===== src/rtl/fpu_pkg.sv =====
// Shared widths, constants and bundle types for the single-precision add path.
package fpu_pkg;

    localparam int EXP_BIAS = 127;
    localparam int EXP_MAX  = 255;
    localparam int MANT_W   = 23;
    localparam int XMANT_W  = 28;

    typedef struct packed {
        logic              sign;
        logic [7:0]        exp;
        logic [MANT_W-1:0] frac;
    } fp32_t;

    typedef struct packed {
        logic               in_sign;
        logic [7:0]         in_exp;
        logic [XMANT_W-1:0] in_mant;
    } norm_in_t;

endpackage


===== src/rtl/lzc27.sv =====
// Combinational 27-bit leading-zero counter; all-zero input yields 27.
module lzc27 (
    input  logic [26:0] data,
    output logic [4:0]  count
);

    // Scan LSB to MSB so the highest set bit makes the final assignment.
    always_comb begin
        count = 5'd27;
        for (int i = 0; i < 27; i++) begin
            if (data[i]) begin
                count = 5'(26 - i);
            end
        end
    end

endmodule


===== src/rtl/fp_norm_round.sv =====
// Two-stage normalize + round-to-nearest-even for the single-precision add path.
// Define FPU_DENORM_EN to produce subnormals; otherwise tiny results flush to zero.
module fp_norm_round
    import fpu_pkg::*;
(
    input  logic        clk,
    input  logic        rst,
    input  logic        in_valid,
    output logic        in_ready,
    input  logic        in_sign,
    input  logic [7:0]  in_exp,
    input  logic [27:0] in_mant,
    output logic        out_valid,
    input  logic        out_ready,
    output logic [31:0] out_result,
    output logic        out_overflow,
    output logic        out_underflow,
    output logic        out_inexact
);

    norm_in_t           in_bus;
    logic [4:0]         lz;
    logic [26:0]        s1_mant_next;
    logic signed [9:0]  s1_exp_next;
    logic               s1_zero_next;
    logic               s1_tiny_next;

    logic               s1_valid_reg;
    logic               s1_sign_reg;
    logic [26:0]        s1_mant_reg;
    logic signed [9:0]  s1_exp_reg;
    logic               s1_zero_reg;
    logic               s1_tiny_reg;

    logic               out_valid_reg;
    fp32_t              out_result_reg;
    logic               out_overflow_reg;
    logic               out_underflow_reg;
    logic               out_inexact_reg;

    logic               out_adv;
    logic               s1_adv;

    assign in_bus   = {in_sign, in_exp, in_mant};
    assign out_adv  = !out_valid_reg || out_ready;
    assign s1_adv   = !s1_valid_reg || out_adv;
    assign in_ready = s1_adv;

    lzc27 u_lzc (
        .data  (in_bus.in_mant[26:0]),
        .count (lz)
    );

    // Stage 1: bring the leading one to bit 26; a carry folds its dropped bit into sticky.
    always_comb begin
        s1_zero_next = (in_bus.in_mant == '0);
        if (in_bus.in_mant[27]) begin
            s1_mant_next = {in_bus.in_mant[27:2], |in_bus.in_mant[1:0]};
            s1_exp_next  = signed'({2'b00, in_bus.in_exp}) + 10'sd1;
        end else begin
            s1_mant_next = in_bus.in_mant[26:0] << lz;
            s1_exp_next  = signed'({2'b00, in_bus.in_exp}) - signed'({5'd0, lz});
        end
        s1_tiny_next = !s1_zero_next && (s1_exp_next <= 10'sd0);
    end

    logic [26:0]        rnd_mant;
    logic signed [9:0]  exp_pre;
    logic               rnd_g;
    logic               rnd_s;
    logic               rnd_l;
    logic               rnd_inc;
    logic               rnd_inexact;
    logic [24:0]        rnd_sum;
    logic signed [9:0]  exp_fin;
    logic [22:0]        frac_fin;
    fp32_t              result_next;
    logic               overflow_next;
    logic               underflow_next;
    logic               inexact_next;
`ifdef FPU_DENORM_EN
    logic signed [9:0]  den_sh_full;
    logic [4:0]         den_sh;
    logic [26:0]        den_lost_mask;
`endif

    // Stage 2: optional denormalizing shift, RNE increment, re-normalize, pack.
    always_comb begin
        rnd_mant = s1_mant_reg;
        exp_pre  = s1_exp_reg;
`ifdef FPU_DENORM_EN
        den_sh_full   = 10'sd1 - s1_exp_reg;
        den_sh        = (den_sh_full > 10'sd27) ? 5'd27 : den_sh_full[4:0];
        den_lost_mask = ~(27'h7FF_FFFF << den_sh);
        if (s1_tiny_reg) begin
            rnd_mant = (s1_mant_reg >> den_sh) | {26'd0, |(s1_mant_reg & den_lost_mask)};
            exp_pre  = 10'sd0;
        end
`endif
        rnd_g       = rnd_mant[2];
        rnd_s       = |rnd_mant[1:0];
        rnd_l       = rnd_mant[3];
        rnd_inc     = rnd_g && (rnd_s || rnd_l);
        rnd_inexact = rnd_g || rnd_s;
        rnd_sum     = {1'b0, rnd_mant[26:3]} + 25'(rnd_inc);

        if (rnd_sum[24]) begin
            frac_fin = rnd_sum[23:1];
            exp_fin  = exp_pre + 10'sd1;
        end else begin
            frac_fin = rnd_sum[22:0];
            exp_fin  = exp_pre;
        end
`ifdef FPU_DENORM_EN
        // A subnormal that rounds up into the hidden bit becomes the smallest normal.
        if (s1_tiny_reg) begin
            exp_fin = {9'd0, rnd_sum[23]};
        end
`endif

        result_next    = {s1_sign_reg, exp_fin[7:0], frac_fin};
        overflow_next  = 1'b0;
        underflow_next = 1'b0;
        inexact_next   = rnd_inexact;

        if (s1_zero_reg) begin
            result_next  = {s1_sign_reg, 31'b0};
            inexact_next = 1'b0;
        end else if (s1_tiny_reg) begin
`ifdef FPU_DENORM_EN
            underflow_next = rnd_inexact;
`else
            result_next    = {s1_sign_reg, 31'b0};
            underflow_next = 1'b1;
            inexact_next   = 1'b1;
`endif
        end else if (exp_fin >= 10'(EXP_MAX)) begin
            result_next   = {s1_sign_reg, 8'hFF, 23'b0};
            overflow_next = 1'b1;
            inexact_next  = 1'b1;
        end
    end

    always_ff @(posedge clk) begin
        if (rst) begin
            s1_valid_reg      <= 1'b0;
            out_valid_reg     <= 1'b0;
            out_result_reg    <= '0;
            out_overflow_reg  <= 1'b0;
            out_underflow_reg <= 1'b0;
            out_inexact_reg   <= 1'b0;
        end else begin
            if (s1_adv) begin
                s1_valid_reg <= in_valid;
                if (in_valid) begin
                    s1_sign_reg <= in_bus.in_sign;
                    s1_mant_reg <= s1_mant_next;
                    s1_exp_reg  <= s1_exp_next;
                    s1_zero_reg <= s1_zero_next;
                    s1_tiny_reg <= s1_tiny_next;
                end
            end
            if (out_adv) begin
                out_valid_reg <= s1_valid_reg;
                if (s1_valid_reg) begin
                    out_result_reg    <= result_next;
                    out_overflow_reg  <= overflow_next;
                    out_underflow_reg <= underflow_next;
                    out_inexact_reg   <= inexact_next;
                end
            end
        end
    end

    assign out_valid     = out_valid_reg;
    assign out_result    = out_result_reg;
    assign out_overflow  = out_overflow_reg;
    assign out_underflow = out_underflow_reg;
    assign out_inexact   = out_inexact_reg;

endmodule


===== config.mk =====
export PLATFORM = sky130hd
export DESIGN_NAME = fp_norm_round
export DESIGN_NICKNAME = d
export VERILOG_FILES = /design/src/rtl/fpu_pkg.sv /design/src/rtl/lzc27.sv /design/src/rtl/fp_norm_round.sv
export SDC_FILE = /design/constraint.sdc
export NUM_CORES = 1
export LEC_CHECK = 0
export CORE_ASPECT_RATIO = 1.25
export CORE_MARGIN = 5
export CORE_UTILIZATION = 40
export CTS_CLUSTER_DIAMETER = 40
export DETAILED_ROUTE_END_ITERATION = 8
export DONT_BUFFER_PORTS = 1
export HOLD_SLACK_MARGIN = 0.1
export MAX_ROUTING_LAYER = met4
export PLACE_DENSITY = 0.52
export SKIP_CTS_REPAIR_TIMING = 1
export SYNTH_ARGS = -nofsm -noshare
export SYNTH_HDL_FRONTEND = slang
export SYNTH_SLANG_ARGS = --single-unit

===== constraint.sdc =====
create_clock -name clk -period 8.15 [get_ports clk]
set_input_delay 2.445 -clock clk [delete_from_list [all_inputs] [get_ports clk]]
set_output_delay 2.445 -clock clk [all_outputs]
set_load 0.01 [all_outputs]

; ---- Word-level counts from Yosys, hierarchy flattened
; Index checks and enable logic that the tools add are counted.
[classes]
n_addsub = 4
order_cmp = 2
shift = 1
mux = 42
bitwise_logic = 1
n_reduce_logical = 14
[op_table]
columns = op, count
row1 = 31-bit two-way mux, 3
row2 = 5-bit two-way mux, 16
row3 = 4-bit two-way mux, 8
row4 = 28-bit logical NOT, 1
row5 = 27-bit by 5-bit << shifter with 27-bit output, 1
row6 = 26-bit two-way mux, 1
row7 = 24-bit by 1-bit adder with 25-bit output, 1
row8 = 23-bit two-way mux, 1
row9 = 10-bit two-way mux, 2
row10 = 10-bit by 2-bit adder with 10-bit output (second input constant), 1
row11 = 10-bit by 9-bit greater-or-equal comparator with 1-bit output (second input constant), 1
row12 = 10-bit by 1-bit less-or-equal comparator with 1-bit output (second input constant), 1
row13 = 8-bit by 1-bit adder with 9-bit output (second input constant), 1
row14 = 1-bit two-way mux, 9
row15 = 8-bit by 5-bit subtractor with 9-bit output, 1
row16 = 1-bit logical OR, 4
row17 = 2-bit two-way mux, 2
row18 = 2-bit OR reduction, 2
row19 = 1-bit logical NOT, 3
row20 = 3-bit AND reduction, 1
row21 = 1-bit logical AND, 2
row22 = 2-bit AND reduction, 1
row23 = 1-bit NOT, 1
[totals]
register_bits = 77
input_bits = 41
out_inout_bits = 37
wordCells = 78

; ---- Longest topological paths before layout
; Gate-level depths: netlist of run 1.
[depth]
depth_word = 31
ltp_mapped = 18
mapped_depth_nobuf = 16

; ---- By module
; From an unflattened synthesis of run 1, not the netlist that was laid out.
[unflattened]
hier_cells = 639
area_unflattened_um2 = 5590.4
[by_module_without_submodules]
columns = module, n_inst, cells_per_inst, area_each_um2
row1 = fp_norm_round, 1, 588, 5312.6
row2 = lzc27, 1, 51, 277.8

; ---- Worst setup path before layout of run 1
; Ideal clock, no wire load.
[synth_path]
path_type = in2reg
startpoint = input port in_mant[25]
endpoint = register s1_tiny_reg (data pin)
setup_ns = 0.152
t_arrival_ns = 6.032
required_time_ns = 7.998
path_slack_ns = 1.966
stages = 15
path_cell_list = buf_6 > nor2b_1 > or3_4 > o21a_1 > a21oi_4 > inv_4 > buf_6 > ha_1 > inv_1 > fa_1 > mux2_2 > or4b_2 > or4_1 > or4_1 > o21ai_0
[synth_via]
elab_chain_len = 6
word_cells_on_any_way = 8
classes_between = add/sub: 1 / order compare: 1 / mux: 3 / reduce/logical: 3
[synth_lines]
columns = item, line_no
row1 = from (decl), fp_norm_round.sv:12  ; input logic [27:0] in_mant,
row2 = 5-bit two-way mux (2 in a row), lzc27.sv:11  ; if (data[i]) begin
row3 = 8-bit by 5-bit subtractor with 9-bit output, fp_norm_round.sv:62  ; s1_exp_next = signed'({2'b00, in_bus.in_exp}) - signed'({5'd0, lz});
row4 = 10-bit two-way mux, fp_norm_round.sv:57  ; if (in_bus.in_mant[27]) begin
row5 = net s1_exp_next[1], fp_norm_round.sv:24  ; logic signed [9:0] s1_exp_next;
row6 = 10-bit by 1-bit less-or-equal comparator with 1-bit output, fp_norm_round.sv:64  ; s1_tiny_next = !s1_zero_next && (s1_exp_next <= 10'sd0);
row7 = 1-bit logical AND, fp_norm_round.sv:64
row8 = net s1_tiny_next, fp_norm_round.sv:26  ; logic s1_tiny_next;
row9 = to (signal assigned), fp_norm_round.sv:160  ; s1_tiny_reg <= s1_tiny_next;
row10 = to (decl), fp_norm_round.sv:33  ; logic s1_tiny_reg;
; The timed path passes the listed nets, and every way through them passes these cells.
; A chain may end at the register's enable or synchronous reset.

; ---- Worst setup path in the final report of run 1
[layout_path]
startpoint = input port in_mant[23]
endpoint = register s1_tiny_reg (data pin)
[layout_via]
elab_chain_len = 8
word_cells_on_any_way = 10
classes_between = add/sub: 1 / order compare: 1 / mux: 5 / reduce/logical: 3
[layout_lines]
columns = item, line_no
row1 = 5-bit two-way mux (4 in a row), lzc27.sv:11
row2 = 8-bit by 5-bit subtractor with 9-bit output, fp_norm_round.sv:62
row3 = 10-bit two-way mux, fp_norm_round.sv:57
row4 = net s1_exp_next[2], fp_norm_round.sv:24
row5 = 10-bit by 1-bit less-or-equal comparator with 1-bit output, fp_norm_round.sv:64
row6 = 1-bit logical AND, fp_norm_round.sv:64
row7 = net s1_tiny_next, fp_norm_round.sv:26
; The timed path passes the listed nets, and every way through them passes these cells.

==> results.md, run 1 <==
- Synth Area in Adders: approximately 2.4%
- Peak Freq: 156 MHz
- Crit path DAT: 6.61 ns
- Row count: 48
- DRT iter0 DRCs: between 300 and 400
- Grt met3 use: 4.34%
- FF-to-FF End: out_result[13]
- Root buf cell: clkbuf_16
- Status: finished clean
- Most area-consuming cells after synthesis: edfxtp_1 22%, dfxtp_1 13%, nand2_1 5.4%
- Post-Route WL: 16.8 mm
- Register area: 1940 um^2
- DP Wirelength: 13.4 mm
- Power, Total: between 1 and 1.5 mW
- R2R setup slack: 4.75 ns
- Setup crit start kind: input pin
- Maximum Capacitance Violations: 0
- Initial antenna violation count: 0
- Clock transition at path regs: 0.06 ns
- Share of layout cells above drive strength 1: 6.12%
- Largest register FFs: 32
- Chip height: 142 um
- Worst-path fanout max: 24
- Final ANT Viol Nets: 0
- Combinational share of power: between 10% and 20%
- Mapped Avg Cell Area: around 8.5 um^2
- Largest net degree at the start of global routing: 46
- Slew Viols, Final: 0
- Bufs on Longest Clock Path: 2
- Critical path class: in -> reg
- Post-Syn Area: about 5600 um^2
- Share of cell area taken by muxes after synthesis: 5.74%
- Met2 usage: roughly a third
- Final Cycle Share: 78.9%
- Internal power: 787 uW
- Area leader, netlist: edfxtp_1
- Sequential-to-total area share from yosys stat: 34.8%
- Main combinational cell family by area after synthesis: compound AO/OA/AOI/OAI gates
- Sw Ratio: 25.2%
- Multi-input gate area: 3370 um^2
- Area fraction in compound gates after synthesis: 25.6%
- Worst setup margin: between 1.5 and 2 ns
- Psw: 266 uW
- I/O pins: 78
- DRC: 0
- Simple-gate share of the synthesized area: between 20% and 30%
- Hold endpoint: out_result[31]
- Xor-xnor portion of the synthesized cell area: under 10%
- Pleak: around 2.2 nW
- Number of synthesized flops with an enable pin: 40
- Number of diodes: 0
- Clk Latency, worst-skew pair: 0.33 ns
- Peak VDD IR: 167 uV
- Syn_nets: 705
- Nets: 683
- Die width: 116 um
- Wire per inst: 20.7 um
- GRT busiest layer: met2
- Fin Setup TNS: 0 ns
- Final Hold Vio Count: 0
- Clk pwr share: 41.2%
- Setup WS pre-CTS: about 1.4 ns
- Area fraction of the dominant cell type after synthesis: 21.5%
- Syn-to-layout area delta: 7.73%
- First-pass DRT Iterations: 5
- Num Clock Sinks: 77
- Synthesized flop and latch total: 77
- Reg2Reg Depth: 10
- Die area: roughly 16,000 um^2
- Clk_skew: 0.0105 ns
- Setup violations, final: 0
- Port bufs: 0
- Initial Utilization: 40.6%
- Overall routing resource usage: 21.2%
- Routability cong.: 0.962
- Vias in the first global route: just under 5,000
- Post-synth top flop: edfxtp_1
- CP endpoint kind: flop
- Fillcell total: 1,385
- Num CTS Buffers: 9
- Worst r2r src: rnd_mant[2]
- Pin slew with the least headroom to its limit: 1.06 ns
- CTS tree: built
- Type of the worst min-delay path: reg -> reg
- WHS Path Cells: 2
- Ys async rst share: 0%
- Grt met1 use: 25.7%
- Required time of the critical path: 8.33 ns
- Core area: between 10,000 and 15,000 um^2
- Vias: 4,974
- Fin crit period: roughly 6.4 ns
- Seq pwr share: ~43%
- RSZ-0062 raised after global routing: no
- Netlist cell types: 78
- GR Overflow Total: 0
- Avg Vias per Cell: 6.13
- Htree depth: 3
- Pwr dens: 175 nW/um^2
- First-pass GRT wire length: 26.7 mm
- Synthesized instance count: around 650
- Max-slew headroom: about 29%
- Yosys warning total: 0
- Hold Path Origin: s1_sign_reg
[power by group through the flow]
stage               Sequential [mW]  Combinational (mW)  Clock [mW]
floorplan                     0.450               0.134           0
global placement              0.455               0.171           0
detailed placement            0.456               0.168           0
CTS                           0.448               0.169       0.446
global route                  0.450               0.187       0.462
finish                        0.447               0.171       0.434
[cells in the mapped netlist, types with 5 or more instances]
| cell type | count |
|---|---|
| and3_1 | 10 |
| nor2_1 | 47 |
| mux2i_1 | 23 |
| clkbuf_1 | 24 |
| nor3_1 | 12 |
| edfxtp_1 | 40 |
| o21ai_0 | 44 |
| buf_2 | 8 |
| xor2_1 | 18 |
| o221ai_1 | 7 |
| a21oi_1 | 30 |
| nand4_1 | 10 |
| xnor2_1 | 17 |
| o211a_1 | 5 |
| a21o_1 | 7 |
| nand3_1 | 18 |
| or3_1 | 7 |
| a211oi_1 | 8 |
| nand2b_1 | 7 |
| and2_1 | 8 |
| ha_1 | 9 |
| nor4_1 | 9 |
| and4_1 | 6 |
| o211ai_1 | 17 |
| o31ai_1 | 9 |
| dfxtp_1 | 37 |
| nor2b_1 | 8 |
| inv_1 | 24 |
| a22o_1 | 18 |
| nand2_1 | 81 |
[stage by stage]
| stage | cell area, um^2 | instances | utilization, % | hold slack (ns) |
|---|---|---|---|---|
| 6_report | 6010 | 812 | 43.7 | 0.488 |
| 4_1_cts | 6010 | 812 | 43.7 | 0.497 |
| 3_3_place_gp | 5670 | 796 | 41.2 | 0.464 |
| 2_1_floorplan | 5580 | 654 | - | 0.453 |
| 5_1_grt | 6010 | 812 | 43.7 | 0.532 |
| 3_5_place_dp | 5670 | 796 | 41.2 | 0.478 |
[layer usage]
layer  vias up  wire [um]
met5         -          0
met4         0        629
met3        35       1220
li1       2424          -
met1      2311       6990
met2       204       7990
[worst max-delay path, cell delays in order]
cell	delay, ns
nor4_1	0.88
o211a_1	0.78
inv_1	0.09
buf_4	0.26
ha_1	0.34
xnor2_1	0.15
o21ai_0	0.12
or4b_2	0.66
or4_1	0.40
or4_1	0.40
o21ai_0	0.08
[cell families after synthesis]
kind of cell,after synthesis
AOI/OAI and AO/OA,200
xor gates and xnor gates,35
adders and majority gates,10
buffers and inverters,64
DFF,77
muxes,29
and+or+nand+nor,239
[final cells by class]
type,instances,area share (%)
clock buffers,14,5.10
clock inverters,2,0.583
inverters,26,1.66
multi-input cells,513,56.1
flip-flops and latches,77,32.3
well taps,175,3.64
repair buffers,5,0.624
[worst max path at each step]
stage                startpoint  cells past startpoint  slack [ns]     endpoint
CTS                 in_mant[23]                     11        1.75  s1_tiny_reg
finish              in_mant[23]                     11        1.72  s1_tiny_reg
detailed placement  in_mant[23]                     11        1.40  s1_tiny_reg
global placement    in_mant[23]                     11        1.57  s1_tiny_reg
floorplan           in_mant[25]                     15        1.97  s1_tiny_reg
global route        in_mant[23]                     11        1.55  s1_tiny_reg
[cell usage in the layout (no fill, tap or decap), types with 9 or more instances in the layout]
cell	synthesis	layout
a22o_1	18	18
o31ai_1	9	9
nand2_1	81	81
edfxtp_1	40	40
nor4_1	9	9
nor2_1	47	47
ha_1	9	9
mux2i_1	23	23
inv_1	24	24
clkbuf_16	0	11
nor3_1	12	12
dfxtp_1	37	37
nand4_1	10	10
xor2_1	18	18
o211ai_1	17	17
xnor2_1	17	17
o21ai_0	44	43
a21oi_1	30	30
and3_1	10	10
nand3_1	18	18
Power figures use the tool's default switching activity.
==> run 2, diff against run 1 <==
--- a/config.mk
+++ b/config.mk
@@ -5,6 +5,7 @@
 export SDC_FILE = /design/constraint.sdc
 export NUM_CORES = 1
 export LEC_CHECK = 0
+export ABC_AREA = 1
 export CORE_ASPECT_RATIO = 1.25
 export CORE_MARGIN = 5
 export CORE_UTILIZATION = 40
==> constraint.sdc (replaced) <==
create_clock -name clk -period 6.51 [get_ports clk]
set_input_delay 1.953 -clock clk [delete_from_list [all_inputs] [get_ports clk]]
set_output_delay 1.953 -clock clk [all_outputs]
set_load 0.01 [all_outputs]
==> run 2 against run 1 <==
  * Clock skew is 0.0035 ns lower
  * Sequential power is 25% higher
  * Non-clock buffer count is 4 higher
  * Routed wire length is 3.7% higher
  * Die area is 1.1% higher
  * Worst hold slack better by 0.0065 ns
  * Total power is 15% higher
  * Core utilization is 0.14 points higher
  * Setup slack worse by 0.33 ns
  * Cell area is 0.75% higher
  * Synthesized cell count is 28% higher
  * Highest routed layer unchanged
==> results.md, run 2 <==
- Status: finished clean
- Final Cycle Share: 78.7%
- Ys async rst share: 0%
- Core area: 13,800 um^2
- Overall routing resource usage: 22.0%
- Nets: around 870
- Area leader, netlist: edfxtp_1
- Vias: 5,620
- Commonest cells after routing, fill and taps aside: 205 x nand2_1, 179 x nand3_1, 82 x inv_1
- Netlist cell types: 46
- Setup violations, final: 0
- Largest stage delay on the critical path: 0.30 ns
- CP delay by family, top: simple AND/OR/NAND/NOR gates
- Clk Latency, worst-skew pair: about 0.33 ns
- Crit path DAT: between 5 and 6 ns
- Share of layout cells above drive strength 1: under 10%
- Syn_nets: between 800 and 900
- DRT iter0 DRCs: between 400 and 500
- Post-Syn Area: roughly 5600 um^2
- DRC: 0
- Initial antenna violation count: 0
- GR Overflow Total: 0
- Num Clock Sinks: 77
- CTS tree: built
- Chip height: 143 um
- Number of diodes: 0
- Clock transition at path regs: 0.05 ns
- Synthesized instance count: 837
- Pleak: approximately 2.5 nW
- Number of synthesized flops with an enable pin: 40
- Avg Vias per Cell: between 5 and 6
- Maximum Capacitance Violations: 0
- Hold Path Origin: s1_valid_reg
- Commonest cells in the netlist: 205 x nand2_1, 179 x nand3_1, 82 x inv_1
- Syn-to-layout area delta: 7.29%
- Yosys warning total: 0
- DP Wirelength: 13.6 mm
- Num CTS Buffers: 9
- Worst setup margin: approximately 1.4 ns
- Peak Freq: 195 MHz
- Row count: 48
- Fin crit period: 5.12 ns
- Setup WS pre-CTS: 1.08 ns
- Post-Route WL: 17.5 mm
- Root buf cell: clkbuf_16
- Top-count cell post-synth: nand2_1
- Slowest-stage cell, CP: o41ai_1
- Vias in the first global route: around 5,300
- Post-synth top flop: edfxtp_1
- Final ANT Viol Nets: 0
- Routability cong.: 0.972
- I/O pins: between 70 and 80
- Worst r2r src: rnd_mant[3]
- Max-slew headroom: 29.7%
- Pin slew with the least headroom to its limit: around 1.1 ns
- Wire per inst: 17.4 um
- Largest net degree at the start of global routing: 41
- Port bufs: 0
- Fin Setup TNS: 0 ns
- Mapped Avg Cell Area: 6.75 um^2
- Critical Path Start: in_mant[1]
- Bufs on Longest Clock Path: 2
- Slew Viols, Final: 0
- Synthesized flop and latch total: 77
- Die area: 16,600 um^2
- Worst path most repeated cell: nand2_1
- First-pass GRT wire length: between 20 and 30 mm
- Clk_skew: 0.00694 ns
- Worst-path fanout max: 3
- Largest register FFs: 32
- Power, Total: 1.21 mW
- Area fraction of the dominant cell type after synthesis: between 20% and 30%
- First-pass DRT Iterations: 5
- Peak VDD IR: around 170 uV
- Most area-consuming cells after synthesis: edfxtp_1 21%, nand3_1 16%, nand2_1 14%
- Required time of the critical path: approximately 6.6 ns
- Pwr dens: roughly 200 nW/um^2
- Critical path class: in -> reg
- Initial Utilization: 40.9%
- RSZ-0062 raised after global routing: no
- Type of the worst min-delay path: reg -> reg
- CP endpoint kind: flop
- Die width: 116 um
- Commonest non-fill, non-tap cell in the layout: nand2_1
- Htree depth: 3
- CP Buf/Inv Count: 2
- Final Hold Vio Count: 0
- Sequential-to-total area share from yosys stat: 34.4%
- Setup crit start kind: input pin
## run 2: cell types whose count changed after synthesis, sizes merged, moves of 13 or more
cell,previous run,this run
a22o,18,1
inv,25,84
nand3,18,181
o211ai,17,2
nand2,81,209
mux2i,23,1
xnor2,17,4
## run 2: metal layers
layer	up-vias	share of wire, %	track usage (%)	routed length (um)
met1	2580	42	26.8	7250
met3	34	6.3	3.31	1100
met5	-	0	-	0
li1	2819	-	-	-
met4	0	3.3	9.10	577
met2	187	49	36.0	8530
## run 2: layout make-up
type | instances | area (um^2)
fillers | 1495 | 7750
multi-input cells | 639 | 3240
flip-flops and latches | 77 | 1940
inverters | 85 | 322
clock buffers | 13 | 250
well taps | 175 | 219
repair buffers | 9 | 67.6
clock inverters | 3 | 15.0
## run 2: power by group
| part | switching, mW | internal (mW) | leakage, nW | total [mW] |
|---|---|---|---|---|
| clock | 0.168 | 0.266 | 0.133 | 0.435 |
| sequential | 0.0184 | 0.538 | 0.686 | 0.557 |
| combinational | 0.149 | 0.0717 | 1.72 | 0.221 |
| total | 0.336 | 0.876 | 2.54 | 1.21 |
## run 2: final timing paths
check,depth (start not counted),end,slack [ns]
max,38,s1_tiny_reg,1.39
min,2,out_result[31],0.49
max reg2reg,24,out_result[11],3.17
min reg2reg,2,out_result[31],0.49
## run 2: cell families after synthesis
group | share of synthesized area [%]
flops | 34.4
buf+inv | 8.29
compound gates | 9.73
mux | 0.177
xor+xnor | 3.41
simple gates | 41.7
fa+ha+maj | 2.35
## run 2: through the flow
step / util [%] / instance area (um^2) / std cells / hold WS (ns)
2_1_floorplan: - / 5650 / 837 / 0.475
3_3_place_gp: 41.9 / 5790 / 985 / 0.489
3_5_place_dp: 41.9 / 5790 / 985 / 0.494
4_1_cts: 43.9 / 6060 / 1001 / 0.503
5_1_grt: 43.9 / 6060 / 1001 / 0.520
6_report: 43.9 / 6060 / 1001 / 0.494
## run 2: worst min-delay path: stages (launching register included)
cell and delay, ns:
dfxtp_1 0.32, nand3_1 0.08, a21oi_1 0.06
==> run 3, diff against run 2 <==
--- a/config.mk
+++ b/config.mk
@@ -14,7 +14,7 @@
 export DONT_BUFFER_PORTS = 1
 export HOLD_SLACK_MARGIN = 0.1
 export MAX_ROUTING_LAYER = met4
-export PLACE_DENSITY = 0.52
+export PLACE_DENSITY = 0.54
 export SKIP_CTS_REPAIR_TIMING = 1
 export SYNTH_ARGS = -nofsm -noshare
 export SYNTH_HDL_FRONTEND = slang
==> constraint.sdc (replaced) <==
create_clock -name clk -period 4.62 [get_ports clk]
set_input_delay 1.386 -clock clk [delete_from_list [all_inputs] [get_ports clk]]
set_output_delay 1.386 -clock clk [all_outputs]
set_load 0.01 [all_outputs]
==> run 3 against run 2 <==
  * Count of clock-buffer cells in the layout stayed put
  * Flip-flop and latch count stayed put
  * Largest cell class unchanged
  * Sequential share of layout area is 1.1 points lower
  * Worst hold slack better by 0.0090 ns
  * Cell area is 3.6% higher
  * First-iteration DRC count is 18% higher
  * Non-clock buffer count is 19 higher
  * Die area stayed put
==> results.md, run 3 (synthesis results as in run 2) <==
- Required time of the critical path: 4.67 ns
- Critical path class: in -> reg
- Post-Place Cells: 1,002
- Commonest cells after routing, fill and taps aside: 201 x nand2_1, 179 x nand3_1, 79 x inv_1
- Placed Instance Area: about 5900 um^2
- Final ANT Viol Nets: 0
- Row count: 48
- DRC: 0
- Fin crit period: 4.49 ns
- Num Clock Sinks: 77
- Largest register FFs: 32
- Setup violations, final: 0
- Die width: between 100 and 150 um
- Vias: between 5,000 and 6,000
- Top layer used by detailed routing: met4
- Htree depth: 3
- DRT iter0 DRCs: 494
- CP endpoint kind: flop
- GR Overflow Total: 0
- Nets: 891
- Met3 routed wirelength: 1.21 mm
- Fin Setup TNS: 0 ns
- Final Hold Vio Count: 0
- Power, Total: between 1.5 and 2 mW
- Avg Vias per Cell: 5.62
- Clock transition at path regs: 0.05 ns
- Die area: 16,600 um^2
- Core area: approximately 14,000 um^2
- Clk Latency, worst-skew pair: 0.33 ns
- Num CTS Buffers: 9
- Overall routing resource usage: 22.3%
- Wire per inst: ~17 um
- Clk_skew: 0.00750 ns
- Peak Freq: about 220 MHz
- Worst-path fanout max: 4
- Final Cycle Share: between 90 and 100%
- Bufs on Longest Clock Path: 2
- Slew Viols, Final: 0
- Vias in the first global route: 5,476
- Root buf cell: clkbuf_16
- Port bufs: 0
- Commonest non-fill, non-tap cell in the layout: nand2_1
- Status: finished clean
- Largest net degree at the start of global routing: 41
- Max-slew headroom: 33.5%
- CTS tree: built
- Worst setup margin: 0.132 ns
- Share of layout cells above drive strength 1: 9.70%
- Wl on met1: 7.20 mm
- Final core utilization: between 40% and 50%
- Chip height: 143 um
- Pleak: 2.64 nW
- I/O pins: 78
- Fillcell total: about 1,500
- Initial Utilization: 40.9%
- Setup WS pre-CTS: -0.140 ns
- First-pass DRT Iterations: 5
- Maximum Capacitance Violations: 0
- Number of diodes: 0
- Syn-to-layout area delta: 11.1%
- Fin area: 6270 um^2
- Routability cong.: 0.990
- Post-Route WL: 17.7 mm
- Met2 Wirelength: 8.56 mm
- RSZ-0062 raised after global routing: yes
- Pin slew with the least headroom to its limit: 0.988 ns
- Pwr dens: 274 nW/um^2
- Fin Hold WS: 0.503 ns
- First-pass GRT wire length: 28.3 mm
- Type of the worst min-delay path: reg -> reg
- DP Wirelength: 13.7 mm
- Crit path DAT: 4.54 ns
- Post-route insts no fill: around 1,000
- Peak VDD IR: roughly 230 uV
- Setup crit start kind: input pin
- Initial antenna violation count: 0
-- run 3: path summary, 6_finish.rpt --
| path | start | cells after the start | end | slack (ns) |
|---|---|---|---|---|
| max reg2reg | rnd_mant[2] | 24 | out_result[11] | 1.29 |
| min reg2reg | out_result[12] | 2 | out_result[12] | 0.50 |
| max | in_mant[4] | 24 | s1_tiny_reg | 0.13 |
| min | out_result[12] | 2 | out_result[12] | 0.50 |
-- run 3: report_power, final --
part,internal [mW],leakage [nW],switching [mW]
logic,0.117,1.83,0.219
registers,0.759,0.686,0.0261
clock network,0.359,0.123,0.239
total,1.23,2.64,0.485
-- run 3: per-layer routing --
layer / vias up / GRT usage, %
met4: 0 / 11.8
met3: 44 / 2.80
met2: 223 / 35.4
li1: 2861 / -
met1: 2604 / 27.5
met5: - / -
-- run 3: layout make-up --
class	count	area (um^2)	area share, %
inverters	85	322	5.13
multi-input cells	639	3330	53.1
clock buffers	13	240	3.83
clock inverters	3	12.5	0.199
flip-flops and latches	77	1940	31.0
repair buffers	28	210	3.35
well taps	175	219	3.49
-- run 3: critical path, stage by stage --
cell and delay (ns):
nor2_1 0.12, inv_1 0.07, a21oi_1 0.12, o211ai_1 0.09, a31oi_1 0.22, o21ai_1 0.09
o21ai_1 0.16, nand2_1 0.07, nand3_1 0.12, a21oi_4 0.08, inv_2 0.07, ha_1 0.22
nand2_1 0.07, nor2_2 0.04, a211oi_2 0.21, nor2_1 0.09, or2_4 0.23, a21oi_2 0.12
inv_1 0.07, o41ai_2 0.31, xor2_1 0.29, nor4_2 0.07, a31oi_1 0.18, nor2_1 0.05
